## config.mk

```make
export PLATFORM = sky130hd
export DESIGN_NAME = div_seq
export DESIGN_NICKNAME = d
export VERILOG_FILES = /design/src/rtl/div_seq.sv
export SDC_FILE = /design/constraint.sdc
export NUM_CORES = 1
export LEC_CHECK = 0
export ABC_AREA = 1
export CORE_ASPECT_RATIO = 0.7
export CORE_MARGIN = 3
export CORE_UTILIZATION = 50
export DETAILED_ROUTE_END_ITERATION = 6
export GPL_ROUTABILITY_DRIVEN = 0
export PLACE_DENSITY = 0.72
export SLEW_MARGIN = 40
export SYNTH_ARGS = -nofsm -noshare
export SYNTH_HDL_FRONTEND = slang
export SYNTH_SLANG_ARGS = --single-unit
```

## constraint.sdc

```tcl
create_clock -name clk -period 7.73 [get_ports clk]
set_input_delay 1.1595 -clock clk [delete_from_list [all_inputs] [get_ports clk]]
set_output_delay 1.1595 -clock clk [all_outputs]
set_load 0.02 [all_outputs]
```

## src/rtl/div_seq.sv

```systemverilog
// div_seq: multi-cycle 32-bit restoring divider (DIV / DIVU) for the EX stage.
// Holds the pipeline through stallreq_o while a divide is in flight and then
// presents {remainder, quotient} with ready_o until EX drops start_i.
// Optional feature macro: DIV_ZERO_DETECT_EN. When it is defined, a zero
// divisor takes a short BYZERO path that returns {0,0}. When it is undefined,
// a zero divisor runs the normal 32 iterations.
//
// Handshake: start_i is a level request that EX holds until it sees ready_o.
// A request is accepted only in FREE with annul_i low. The result stays valid
// (ready_o=1) for as long as start_i stays high. start_i must be low for at
// least one cycle before the next request.
module div_seq (
  input  logic        clk,
  input  logic        rst,
  input  logic        start_i,
  input  logic        signed_div_i,
  input  logic [31:0] opdata1_i,
  input  logic [31:0] opdata2_i,
  input  logic        annul_i,
  output logic [63:0] result_o,
  output logic        ready_o,
  output logic        stallreq_o
);

  typedef enum logic [1:0] {
    ST_FREE   = 2'd0,
    ST_BYZERO = 2'd1,
    ST_ON     = 2'd2,
    ST_END    = 2'd3
  } state_e;

  state_e      state_q, state_d;
  logic [4:0]  cnt_q, cnt_d;
  logic [32:0] p_q, p_d;
  logic [31:0] q_q, q_d;
  logic [31:0] div_q, div_d;
  logic        neg_quo_q, neg_quo_d;
  logic        neg_rem_q, neg_rem_d;
  logic [63:0] result_q, result_d;
  logic        ready_q, ready_d;

  logic [31:0] mag_a, mag_b;
  logic [32:0] p_sh;
  logic [31:0] q_sh;
  logic [33:0] trial;
  logic [32:0] p_it;
  logic [31:0] q_it;
  logic [31:0] quo_fix, rem_fix;

  // Operand magnitudes and one shift-subtract step of the restoring divider.
  always_comb begin
    mag_a = (signed_div_i & opdata1_i[31]) ? (~opdata1_i + 32'd1) : opdata1_i;
    mag_b = (signed_div_i & opdata2_i[31]) ? (~opdata2_i + 32'd1) : opdata2_i;
    p_sh  = {p_q[31:0], q_q[31]};
    q_sh  = {q_q[30:0], 1'b0};
    trial = {1'b0, p_sh} - {2'b00, div_q};
    if (!trial[33]) begin
      p_it = trial[32:0];
      q_it = {q_sh[31:1], 1'b1};
    end else begin
      p_it = p_sh;
      q_it = q_sh;
    end
    quo_fix = neg_quo_q ? (~q_it + 32'd1) : q_it;
    rem_fix = neg_rem_q ? (~p_it[31:0] + 32'd1) : p_it[31:0];
  end

  // Next-state, datapath updates and the stall request.
  always_comb begin
    state_d    = state_q;
    cnt_d      = cnt_q;
    p_d        = p_q;
    q_d        = q_q;
    div_d      = div_q;
    neg_quo_d  = neg_quo_q;
    neg_rem_d  = neg_rem_q;
    result_d   = result_q;
    ready_d    = ready_q;
    stallreq_o = 1'b0;
    case (state_q)
      ST_FREE: begin
        ready_d  = 1'b0;
        result_d = 64'd0;
        if (start_i && !annul_i) begin
          stallreq_o = 1'b1;
          neg_quo_d  = signed_div_i & (opdata1_i[31] ^ opdata2_i[31]);
          neg_rem_d  = signed_div_i & opdata1_i[31];
          div_d      = mag_b;
          p_d        = 33'd0;
          q_d        = mag_a;
          cnt_d      = 5'd0;
`ifdef DIV_ZERO_DETECT_EN
          state_d    = (opdata2_i == 32'd0) ? ST_BYZERO : ST_ON;
`else
          state_d    = ST_ON;
`endif
        end
      end
      ST_BYZERO: begin
        stallreq_o = 1'b1;
        result_d   = 64'd0;
        if (annul_i) begin
          state_d = ST_FREE;
          ready_d = 1'b0;
        end else begin
          state_d = ST_END;
          ready_d = 1'b1;
        end
      end
      ST_ON: begin
        stallreq_o = 1'b1;
        if (annul_i) begin
          state_d  = ST_FREE;
          cnt_d    = 5'd0;
          ready_d  = 1'b0;
          result_d = 64'd0;
        end else begin
          p_d = p_it;
          q_d = q_it;
          if (cnt_q == 5'd31) begin
            state_d  = ST_END;
            cnt_d    = 5'd0;
            result_d = {rem_fix, quo_fix};
            ready_d  = 1'b1;
          end else begin
            cnt_d = cnt_q + 5'd1;
          end
        end
      end
      ST_END: begin
        if (!start_i) begin
          state_d  = ST_FREE;
          ready_d  = 1'b0;
          result_d = 64'd0;
        end
      end
      default: begin
        state_d = ST_FREE;
      end
    endcase
  end

  // State and datapath registers with synchronous active-high reset.
  always_ff @(posedge clk) begin
    if (rst) begin
      state_q   <= ST_FREE;
      cnt_q     <= 5'd0;
      p_q       <= 33'd0;
      q_q       <= 32'd0;
      div_q     <= 32'd0;
      neg_quo_q <= 1'b0;
      neg_rem_q <= 1'b0;
      result_q  <= 64'd0;
      ready_q   <= 1'b0;
    end else begin
      state_q   <= state_d;
      cnt_q     <= cnt_d;
      p_q       <= p_d;
      q_q       <= q_d;
      div_q     <= div_d;
      neg_quo_q <= neg_quo_d;
      neg_rem_q <= neg_rem_d;
      result_q  <= result_d;
      ready_q   <= ready_d;
    end
  end

  assign result_o = result_q;
  assign ready_o  = ready_q;

endmodule

```

==> results of run 1 <==
[routing by layer]
| metal | GRT usage, % | share of wire [%] | up-vias |
|---|---|---|---|
| met5 | 0 | 0 | - |
| li1 | - | - | 6796 |
| met3 | 8.10 | 13 | 31 |
| met1 | 46.7 | 50 | 5967 |
| met2 | 35.5 | 36 | 666 |
| met4 | 4.95 | 0.94 | 0 |
[layout make-up]
cell class | instances | area (sq um)
Clock inverter | 10 | 141
Clock buffer | 22 | 454
Sequential cell | 170 | 3400
Tap cell | 318 | 398
Multi-Input combinational cell | 1536 | 7700
Fill cell | 2392 | 9530
Inverter | 264 | 993
Timing Repair Buffer | 145 | 1430
[kinds of logic after synthesis]
| logic type | share of synthesized area (%) |
|---|---|
| AO/OA/AOI/OAI | 18.7 |
| XOR/XNOR | 4.08 |
| flip-flops | 27.3 |
| adder cells (fa/ha/maj) | 4.28 |
| AND/OR/NAND/NOR | 34.7 |
| buffers and inverters | 10.9 |
[critical path: stages]
cell	delay, ns
clkdlybuf4s50_1	0.51
nor3_2	0.21
buf_4	0.41
clkinv_1	0.51
a21oi_1	0.29
clkdlybuf4s50_1	0.64
[synthesized netlist by cell type, types with 3 or more instances]
cell,n
nor4_1,10
xnor2_1,12
inv_2,11
buf_1,8
a221oi_1,3
buf_6,4
o21ai_0,104
buf_4,4
nand2_2,21
nand3b_1,7
nand3_1,127
a31oi_1,3
nor2_1,171
nand4_1,16
nor2_4,3
nand3_2,6
o211ai_1,29
or2_2,9
a21oi_1,241
clkbuf_1,59
o221ai_1,5
nand2_1,594
inv_1,250
ha_1,41
o21bai_1,7
nor3_1,27
a21oi_2,5
xor2_1,46
o21ai_1,12
nor2_2,11
o31ai_1,6
o21ai_2,4
dfxtp_1,170
[state kept, by name, indices dropped and copies added (netlist names)]
| signal | count |
|---|---|
| cnt_q | 5 |
| div_q | 32 |
| neg_quo_q | 1 |
| neg_rem_q | 1 |
| p_q | 32 |
| q_q | 32 |
| ready_o | 1 |
| result_o | 64 |
| state_q | 2 |
[final timing paths]
check / from / to / slack [ns] / cells past startpoint
worst max register to register: div_q[24] / result_o[26] / 3.06 / 23
worst min register to register: result_o[42] / result_o[42] / 0.46 / 2
worst min-delay path: result_o[42] / result_o[42] / 0.46 / 2
worst max-delay path: annul_i / stallreq_o / 2.84 / 6
[per-stage QoR]
step                instance area [sq um]  hold slack [ns]  setup WS [ns]  instances
floorplan                           12500            0.445           4.06       2048
global placement                    13900            0.451           2.82       2433
detailed placement                  13900            0.454           2.85       2433
CTS                                 14500            0.464           2.84       2465
global route                        14500            0.487           2.46       2465
finish                              14500            0.463           2.84       2465
[power by group]
part,total [mW],internal (mW),switching [mW]
sequential,1.12,0.982,0.136
combinational,1.64,0.527,1.12
clock,0.891,0.519,0.372
==> results.py, run 1 <==
metrics = {
    "pwr": {
        "leakagePower_nw": 6.54,
        "ir_worst_vdd_mv": 0.187,
        "finalPower_mw": 3.65,
        "powerDensity_mw_per_mm2": 252,
    },
    "clock_tree": {
        "hold_buffers": 0,
        "cts_setup_buffers": 0,
        "cts_tree": "built",
        "clock-sinks": 170,
        "clock-root-buffer": "clkbuf_16",
        "cts_buffers": 17,
        "clk_latency_ns": 0.44,
        "h-tree-depth": 4,
        "cts_resized": 0,
        "cts_buffer_depth": 2,
        "path_clk_slew_ns": 0.06,
    },
    "drt": {
        "post-route-drc-count": 0,
        "vias": 13500,
        "drt-total-wl_microns": 39200,
        "post_drt_wl_per_cell_microns": 15.9,
        "viasPerCell": 5.46,
        "first_pass_iters": 5,
        "drt_iter0_drc": 1517,
        "postRouteAntennaNets": 0,
    },
    "place": {
        "io_buffer_count": 134,
        "hpwl_microns": 30300,
    },
    "floorplanning": {
        "io-pin-count": 135,
        "initial_utilization_pct": 51.8,
        "die_w_microns": 195,
        "dieArea_sq_mm": 0.0269,
        "die_y_microns": 138,
        "design.core.area_sq_mm": 0.0241,
        "placementRows": 47,
    },
    "final_layout": {
        "layout_common_cells": "nand2_1, inv_1, a21oi_1, nor2_1, dfxtp_1",
        "antenna_cells": 0,
        "fin_nets": 2245,
        "final_common_cell": "nand2_1",
        "drive_gt1_share_pct": 5.73,
        "fin_util_pct": 60.4,
        "area_growth_pct": 16.6,
    },
    "sta": {
        "fin_crit_ns": 4.89,
        "final-setup-viol-count": 0,
        "tns_ns": 0,
        "hold_violations": 0,
        "slew_headroom_pct": 50.0,
        "rsz0062_at_grt": "no",
        "period_share_pct": 63.3,
        "slew_viol_final": 0,
        "worstMarginPinSlew_ns": 0.749,
        "fmax_mhz": 204,
        "fin_worst_skew_ns": 0.0110,
    },
    "synth": {
        "synth.top_cell.area_share_pct": 27.3,
        "ys_seq_elements": 170,
        "yosys_warnings": 0,
        "yosysTopAreaCell": "dfxtp_1",
        "synth_area_per_cell_sq_um": 6.08,
        "ys_top_cells_by_area": "dfxtp_1, nand2_1, a21oi_1, inv_1, nor2_1",
        "synth_edf_count": 0,
        "synthFlopType": "dfxtp_1",
        "synth_cells": 2048,
        "synthesis.nets": 2159,
        "synthArstFlopShare_pct": 0,
        "yosysUniqueCellTypes": 52,
        "syn_area_sq_mm": 0.0125,
        "yosysSeqAreaShare_pct": 27.3,
    },
    "grt": {
        "grt_util_all_layers_pct": 28.3,
        "first_global_vias": 11700,
        "grt_max_degree": 98,
        "grt_overflow": 0,
        "grt_antenna_before_repair": 0,
        "grt_pass1_wl_microns": 62200,
    },
    "worst_setup_path": {
        "startpoint_type": "input port",
        "critPathKind": "input port to output pin",
        "crit_required_ns": 6.57,
        "worstSetupEndpointType": "output pin",
        "cp.arrival_ns": 3.74,
        "cp_max_fo": 52,
    },
    "run_status": {
        "status": "completed",
    },
    "worst_hold_path": {
        "worstHoldPathType": "flop to flop",
    },
    "flow_run": {
        "drv_cap": 0,
    },
}
(Power assumes the default switching activity.)
==> run 2, diff against run 1 <==
clock period = 4.7 ns   (was 7.73 ns; I/O delays follow)
==> run 2 against run 1 <==
Compared with the run above:
- the run now ends with design-rule violations left
- critical path depth increased by 18
- cell count rose by 0.20%
- register-to-register slack lost 2.7 ns
- clock skew rose by 0.00081 ns
- sequential power increased by 64%
- wire length increased by 4.9%
- hold slack improved by 0.0023 ns
- via count increased by 2.3%
- largest cell class unchanged
- largest power group unchanged
- highest routed layer unchanged
==> results.py, run 2 (synthesis gave the netlist of run 1 again) <==
metrics = {
    "drt": {
        "vias": 13800,
        "drt-total-wl_microns": 41100,
        "drt_iter0_drc": 1578,
        "first_pass_iters": 7,
        "post_drt_wl_per_cell_microns": 16.6,
        "post-route-drc-count": 1,
        "postRouteAntennaNets": 0,
        "viasPerCell": 5.57,
    },
    "grt": {
        "grt_util_all_layers_pct": 29.3,
        "grt_max_degree": 72,
        "grt_antenna_before_repair": 0,
        "grt_pass1_wl_microns": 64000,
        "first_global_vias": 11600,
        "grt_overflow": 0,
    },
    "sta": {
        "final-setup-viol-count": 0,
        "hold_ws_ns": 0.465,
        "fin_crit_ns": 4.34,
        "slew_viol_final": 0,
        "tns_ns": 0,
        "rsz0062_at_grt": "no",
        "slew_headroom_pct": 50.7,
        "fmax_mhz": 230,
        "hold_violations": 0,
        "worstMarginPinSlew_ns": 0.740,
        "fin_worst_skew_ns": 0.0118,
        "period_share_pct": 92.4,
    },
    "clock_tree": {
        "clock-sinks": 170,
        "clk_latency_ns": 0.45,
        "path_clk_slew_ns": 0.07,
        "cts_buffer_depth": 2,
        "h-tree-depth": 4,
        "clock-root-buffer": "clkbuf_16",
        "cts_tree": "built",
        "cts_buffers": 17,
        "hold_buffers": 0,
    },
    "floorplanning": {
        "design.core.area_sq_mm": 0.0241,
        "die_y_microns": 138,
        "initial_utilization_pct": 51.8,
        "io-pin-count": 135,
        "placementRows": 47,
        "dieArea_sq_mm": 0.0269,
        "die_w_microns": 195,
    },
    "final_layout": {
        "fillers": 2342,
        "area_growth_pct": 17.0,
        "drive_gt1_share_pct": 6.13,
        "layout_common_cells": "nand2_1, inv_1, a21oi_1, nor2_1, dfxtp_1",
        "antenna_cells": 0,
        "largest_reg_flops": 64,
        "fin_nets": 2250,
        "final_common_cell": "nand2_1",
    },
    "run_status": {
        "violations": "design-rule violations",
        "status": "finished, violations left",
    },
    "worst_setup_path": {
        "cp.arrival_ns": 4.64,
        "cp_max_fo": 17,
        "cp_slowest_cell": "dfxtp_1",
        "critPathKind": "flop to flop",
        "startpoint_type": "flop",
        "critPathMostFrequentCell": "a21oi_1",
        "cp_top_family": "simple AND/OR/NAND/NOR gates",
        "reg2reg_depth": 24,
        "timing.rr.start": "p_q[15]",
        "worstSetupEndpointType": "flop",
        "crit_required_ns": 5.00,
        "path_buf_inv": 3,
        "rrSetupSlack_ns": 0.36,
        "cp_cell_sequence": "ha_1 -> nand2_2 -> inv_2 -> a21oi_1 -> nand2_1 -> inv_2 -> nand2_2 -> nand2_4 -> nand2_8 -> inv_4 -> ha_1 -> nand3_1 -> nor3_1 -> nand3_1 -> nor3_1 -> nand4_1 -> nand2_1 -> o21ai_1 -> nor2_1 -> o21ai_1 -> a21oi_1 -> a21oi_1 -> o21ai_0 -> a21oi_1",
        "timing.rr.end": "result_o[26]",
        "max_stage_delay_ns": 0.46,
    },
    "worst_hold_path": {
        "hold_path_depth": 2,
        "hold-path-endpoint": "result_o[10]",
        "min_from": "result_o[10]",
        "worstHoldPathType": "flop to flop",
    },
    "place": {
        "hpwl_microns": 31600,
        "io_buffer_count": 134,
    },
    "pwr": {
        "leakagePower_nw": 6.57,
        "powerDensity_mw_per_mm2": 418,
        "ir_worst_vdd_mv": 0.306,
    },
    "flow_run": {
        "drv_cap": 0,
    },
}
## run 2: layout make-up
class                           instances  area, sq um  area share (%)
Multi-Input combinational cell       1536         7700            52.8
Sequential cell                       170         3400            23.3
Timing Repair Buffer                  150         1460            10.0
Inverter                              264          996            6.83
Clock buffer                           19          453            3.11
Tap cell                              318          398            2.73
Clock inverter                         13          161            1.11
## run 2: worst max path at each step
stage,startpoint,endpoint,slack (ns),cells after the start
3_5_place_dp,div_q[20],result_o[26],0.48,23
2_1_floorplan,div_q[24],result_o[24],1.23,24
3_3_place_gp,div_q[19],result_o[28],0.68,24
4_1_cts,div_q[20],result_o[26],0.44,23
6_report,p_q[15],result_o[26],0.36,24
5_1_grt,p_q[6],result_o[26],0.03,26
## run 2: what timing repair did
action / CTS / global route
gates resized for setup: 0 / 0
endpoints found under the setup margin: 0 / 4
setup buffers: 0 / 2
## run 2: routing by layer
metal | share of wire [%] | global-route usage, %
met1 | 49 | 49.2
met2 | 36 | 36.0
met3 | 14 | 8.44
met4 | 0.82 | 4.57
met5 | 0 | 0
## run 2: worst register-to-register path, cell delays in order, from the launching register on
cell and delay, ns:
dfxtp_1 0.46, ha_1 0.36, nand2_2 0.15, inv_2 0.05, a21oi_1 0.16, nand2_1 0.14, inv_2 0.09, nand2_2 0.07
nand2_4 0.15, nand2_8 0.07, inv_4 0.20, ha_1 0.22, nand3_1 0.10, nor3_1 0.23, nand3_1 0.16, nor3_1 0.31
nand4_1 0.13, nand2_1 0.13, o21ai_1 0.12, nor2_1 0.18, o21ai_1 0.22, a21oi_1 0.24, a21oi_1 0.08, o21ai_0 0.09
a21oi_1 0.08
## run 2: per-stage QoR
stage	power, mW	setup WS (ns)	util [%]	cells	instance area, sq um
global placement	4.48	0.679	58.0	2436	13900
detailed placement	4.53	0.477	58.0	2436	13900
floorplan	3.74	1.23	-	2048	12500
global route	6.49	0.0310	60.6	2470	14600
CTS	6.02	0.437	60.5	2468	14600
finish	6.10	0.359	60.6	2470	14600
## run 2: report_power, final
group / internal [mW] / total, mW / switching (mW)
sequential: 1.61 / 1.84 / 0.223
clock: 0.829 / 1.49 / 0.666
combinational: 0.873 / 2.77 / 1.89
total: 3.32 / 6.10 / 2.78
==> run 3, diff against run 2 <==
==> constraint.sdc (replaced) <==
create_clock -name clk -period 4.7 [get_ports clk]
set_input_delay 0.94 -clock clk [delete_from_list [all_inputs] [get_ports clk]]
set_output_delay 0.94 -clock clk [all_outputs]
set_load 0.02 [all_outputs]
==> run 3 against run 2 <==
Compared with the run above:
- the run now ends clean
- core utilization barely moved
- clock-buffer cell count is 2 lower
- largest power group unchanged
- first-iteration DRC count is 6.8% lower
- power down 0.52%
- die area did not move
- via count shrank 1.1%
- combinational power about the same
- clock power down 3%
==> results.py, run 3 (synthesis gave the netlist of run 1 again) <==
metrics = {
    "clock_tree": {
        "path_clk_slew_ns": 0.08,
        "clk_latency_ns": 0.45,
        "cts_buffer_depth": 2,
        "cts_setup_buffers": 0,
        "clock-sinks": 170,
        "hold_buffers": 0,
        "h-tree-depth": 4,
        "cts_buffers": 17,
        "clock-root-buffer": "clkbuf_16",
        "cts_tree": "built",
    },
    "drt": {
        "first_pass_iters": 6,
        "postRouteAntennaNets": 0,
        "drt_iter0_drc": 1471,
        "post_drt_wl_per_cell_microns": 16.5,
        "drt-total-wl_microns": 40800,
        "viasPerCell": 5.51,
        "vias": 13600,
        "post-route-drc-count": 0,
    },
    "worst_setup_path": {
        "cp_slowest_cell": "a21oi_4",
        "critPathMostFrequentCell": "a21oi_1",
        "timing.rr.end": "result_o[26]",
        "startpoint_type": "flop",
        "cp_top_family": "compound AO/OA/AOI/OAI gates",
        "critPathKind": "flop to flop",
        "rrSetupSlack_ns": 0.39,
        "cp_cell_sequence": "inv_1 -> ha_1 -> nand2_2 -> inv_1 -> a21oi_1 -> o21ai_2 -> a21oi_4 -> nand2_8 -> inv_4 -> ha_1 -> nand3_1 -> nor3_1 -> nand3_1 -> nor3_2 -> nand4_1 -> nand2_1 -> o21ai_1 -> nor2_1 -> o21ai_1 -> a21oi_1 -> a21oi_1 -> o21ai_0 -> a21oi_1",
        "timing.rr.start": "div_q[20]",
        "cp.arrival_ns": 4.62,
        "reg2reg_depth": 23,
        "path_buf_inv": 3,
        "cp_max_fo": 17,
        "worstSetupEndpointType": "flop",
        "crit_required_ns": 5.00,
        "max_stage_delay_ns": 0.36,
    },
    "sta": {
        "fin_crit_ns": 4.31,
        "hold_violations": 0,
        "slew_viol_final": 0,
        "hold_ws_ns": 0.466,
        "fmax_mhz": 232,
        "final-setup-viol-count": 0,
        "rsz0062_at_grt": "no",
        "tns_ns": 0,
        "finalWorstSetupSlack_ns": 0.385,
        "slew_headroom_pct": 45.1,
        "period_share_pct": 91.8,
        "fin_worst_skew_ns": 0.0169,
        "worstMarginPinSlew_ns": 0.824,
    },
    "worst_hold_path": {
        "worstHoldPathType": "flop to flop",
        "hold-path-endpoint": "result_o[16]",
        "hold_path_depth": 2,
        "min_from": "result_o[16]",
    },
    "pwr": {
        "switchingPower_mw": 2.82,
        "power_frac_comb_pct": 45.7,
        "seq_power_share_pct": 30.3,
        "p_clk_share_pct": 24.0,
        "ir_worst_vdd_mv": 0.300,
        "p_int_mw": 3.25,
        "switching_share_pct": 46.4,
        "powerDensity_mw_per_mm2": 416,
        "leakagePower_nw": 6.56,
    },
    "floorplanning": {
        "design.core.area_sq_mm": 0.0241,
        "placementRows": 47,
        "initial_utilization_pct": 51.8,
        "dieArea_sq_mm": 0.0269,
        "io-pin-count": 135,
        "die_w_microns": 195,
        "die_y_microns": 138,
    },
    "grt": {
        "grt_util_all_layers_pct": 29.3,
        "grt_overflow": 0,
        "grt_pass1_wl_microns": 64400,
        "grt_antenna_before_repair": 0,
        "grt_max_degree": 72,
        "first_global_vias": 11800,
    },
    "final_layout": {
        "fillers": 2366,
        "fin_util_pct": 60.6,
        "layout.cells.non_filler": 2470,
        "antenna_cells": 0,
        "largest_reg_flops": 64,
        "area_growth_pct": 17.0,
        "fin_nets": 2250,
        "layout_common_cells": "nand2_1, inv_1, a21oi_1, nor2_1, dfxtp_1",
        "drive_gt1_share_pct": 6.18,
        "final_common_cell": "nand2_1",
    },
    "place": {
        "place_ws_ns": 0.453,
        "placed_cells": 2438,
        "io_buffer_count": 134,
        "hpwl_microns": 31200,
    },
    "run_status": {
        "status": "completed",
    },
    "flow_run": {
        "drv_cap": 0,
    },
}
-- run 3: changes by cell type in the layout (fill, tap and decap cells not counted), sizes merged --
cell,delta
bufinv,-1
clkbuf,-2
clkinv,+2
clkinvlp,+1
-- run 3: power by group through the flow --
stage,sequential (mW),combinational (mW),clock (mW)
after global placement,1.84,2.64,0
after floorplan,1.79,1.94,0
final,1.84,2.77,1.45
after detailed placement,1.85,2.68,0
after CTS,1.82,2.69,1.47
after global routing,1.85,3.08,1.52
-- run 3: layer usage --
metal | share of wire, % | global-route usage [%]
met5 | 0 | 0
met4 | 0.76 | 4.49
met3 | 13 | 8.56
met2 | 36 | 36.1
met1 | 50 | 49.1
-- run 3: worst max path at each step --
stage / start / endpoint / slack [ns] / cells after the start
2_1_floorplan: div_q[24] / result_o[24] / 1.23 / 24
3_3_place_gp: div_q[20] / result_o[28] / 0.67 / 24
3_5_place_dp: div_q[20] / result_o[24] / 0.45 / 23
4_1_cts: div_q[20] / result_o[26] / 0.41 / 23
5_1_grt: div_q[28] / result_o[28] / 0.02 / 26
6_report: div_q[20] / result_o[26] / 0.39 / 23
-- run 3: cell type report --
type / instances / area [sq um] / area share, %
Inverter: 264 / 996 / 6.83
Clock buffer: 17 / 425 / 2.92
Clock inverter: 15 / 186 / 1.28
Multi-Input combinational cell: 1536 / 7710 / 52.9
Sequential cell: 170 / 3400 / 23.3
Tap cell: 318 / 398 / 2.73
Timing Repair Buffer: 150 / 1460 / 10.0
-- run 3: worst reg2reg max path, stage by stage (launching register included) --
cell,delay (ns)
dfxtp_1,0.34
inv_1,0.05
ha_1,0.35
nand2_2,0.12
inv_1,0.05
a21oi_1,0.26
o21ai_2,0.13
a21oi_4,0.36
nand2_8,0.08
inv_4,0.20
ha_1,0.23
nand3_1,0.11
nor3_1,0.24
nand3_1,0.18
nor3_2,0.24
nand4_1,0.11
nand2_1,0.12
o21ai_1,0.11
nor2_1,0.18
o21ai_1,0.20
a21oi_1,0.25
a21oi_1,0.09
o21ai_0,0.09
a21oi_1,0.08
-- run 3: per-stage QoR --
stage	total power [mW]	area [sq um]
after detailed placement	4.52	14000
after global routing	6.46	14600
after global placement	4.48	14000
final	6.07	14600
after floorplan	3.74	12500
after CTS	5.98	14600
-- run 3: repair_timing --
item / in CTS / in global routing
gates resized for setup: 0 / 1
hold endpoints to repair: 0 / 0
setup endpoints to repair: 0 / 4
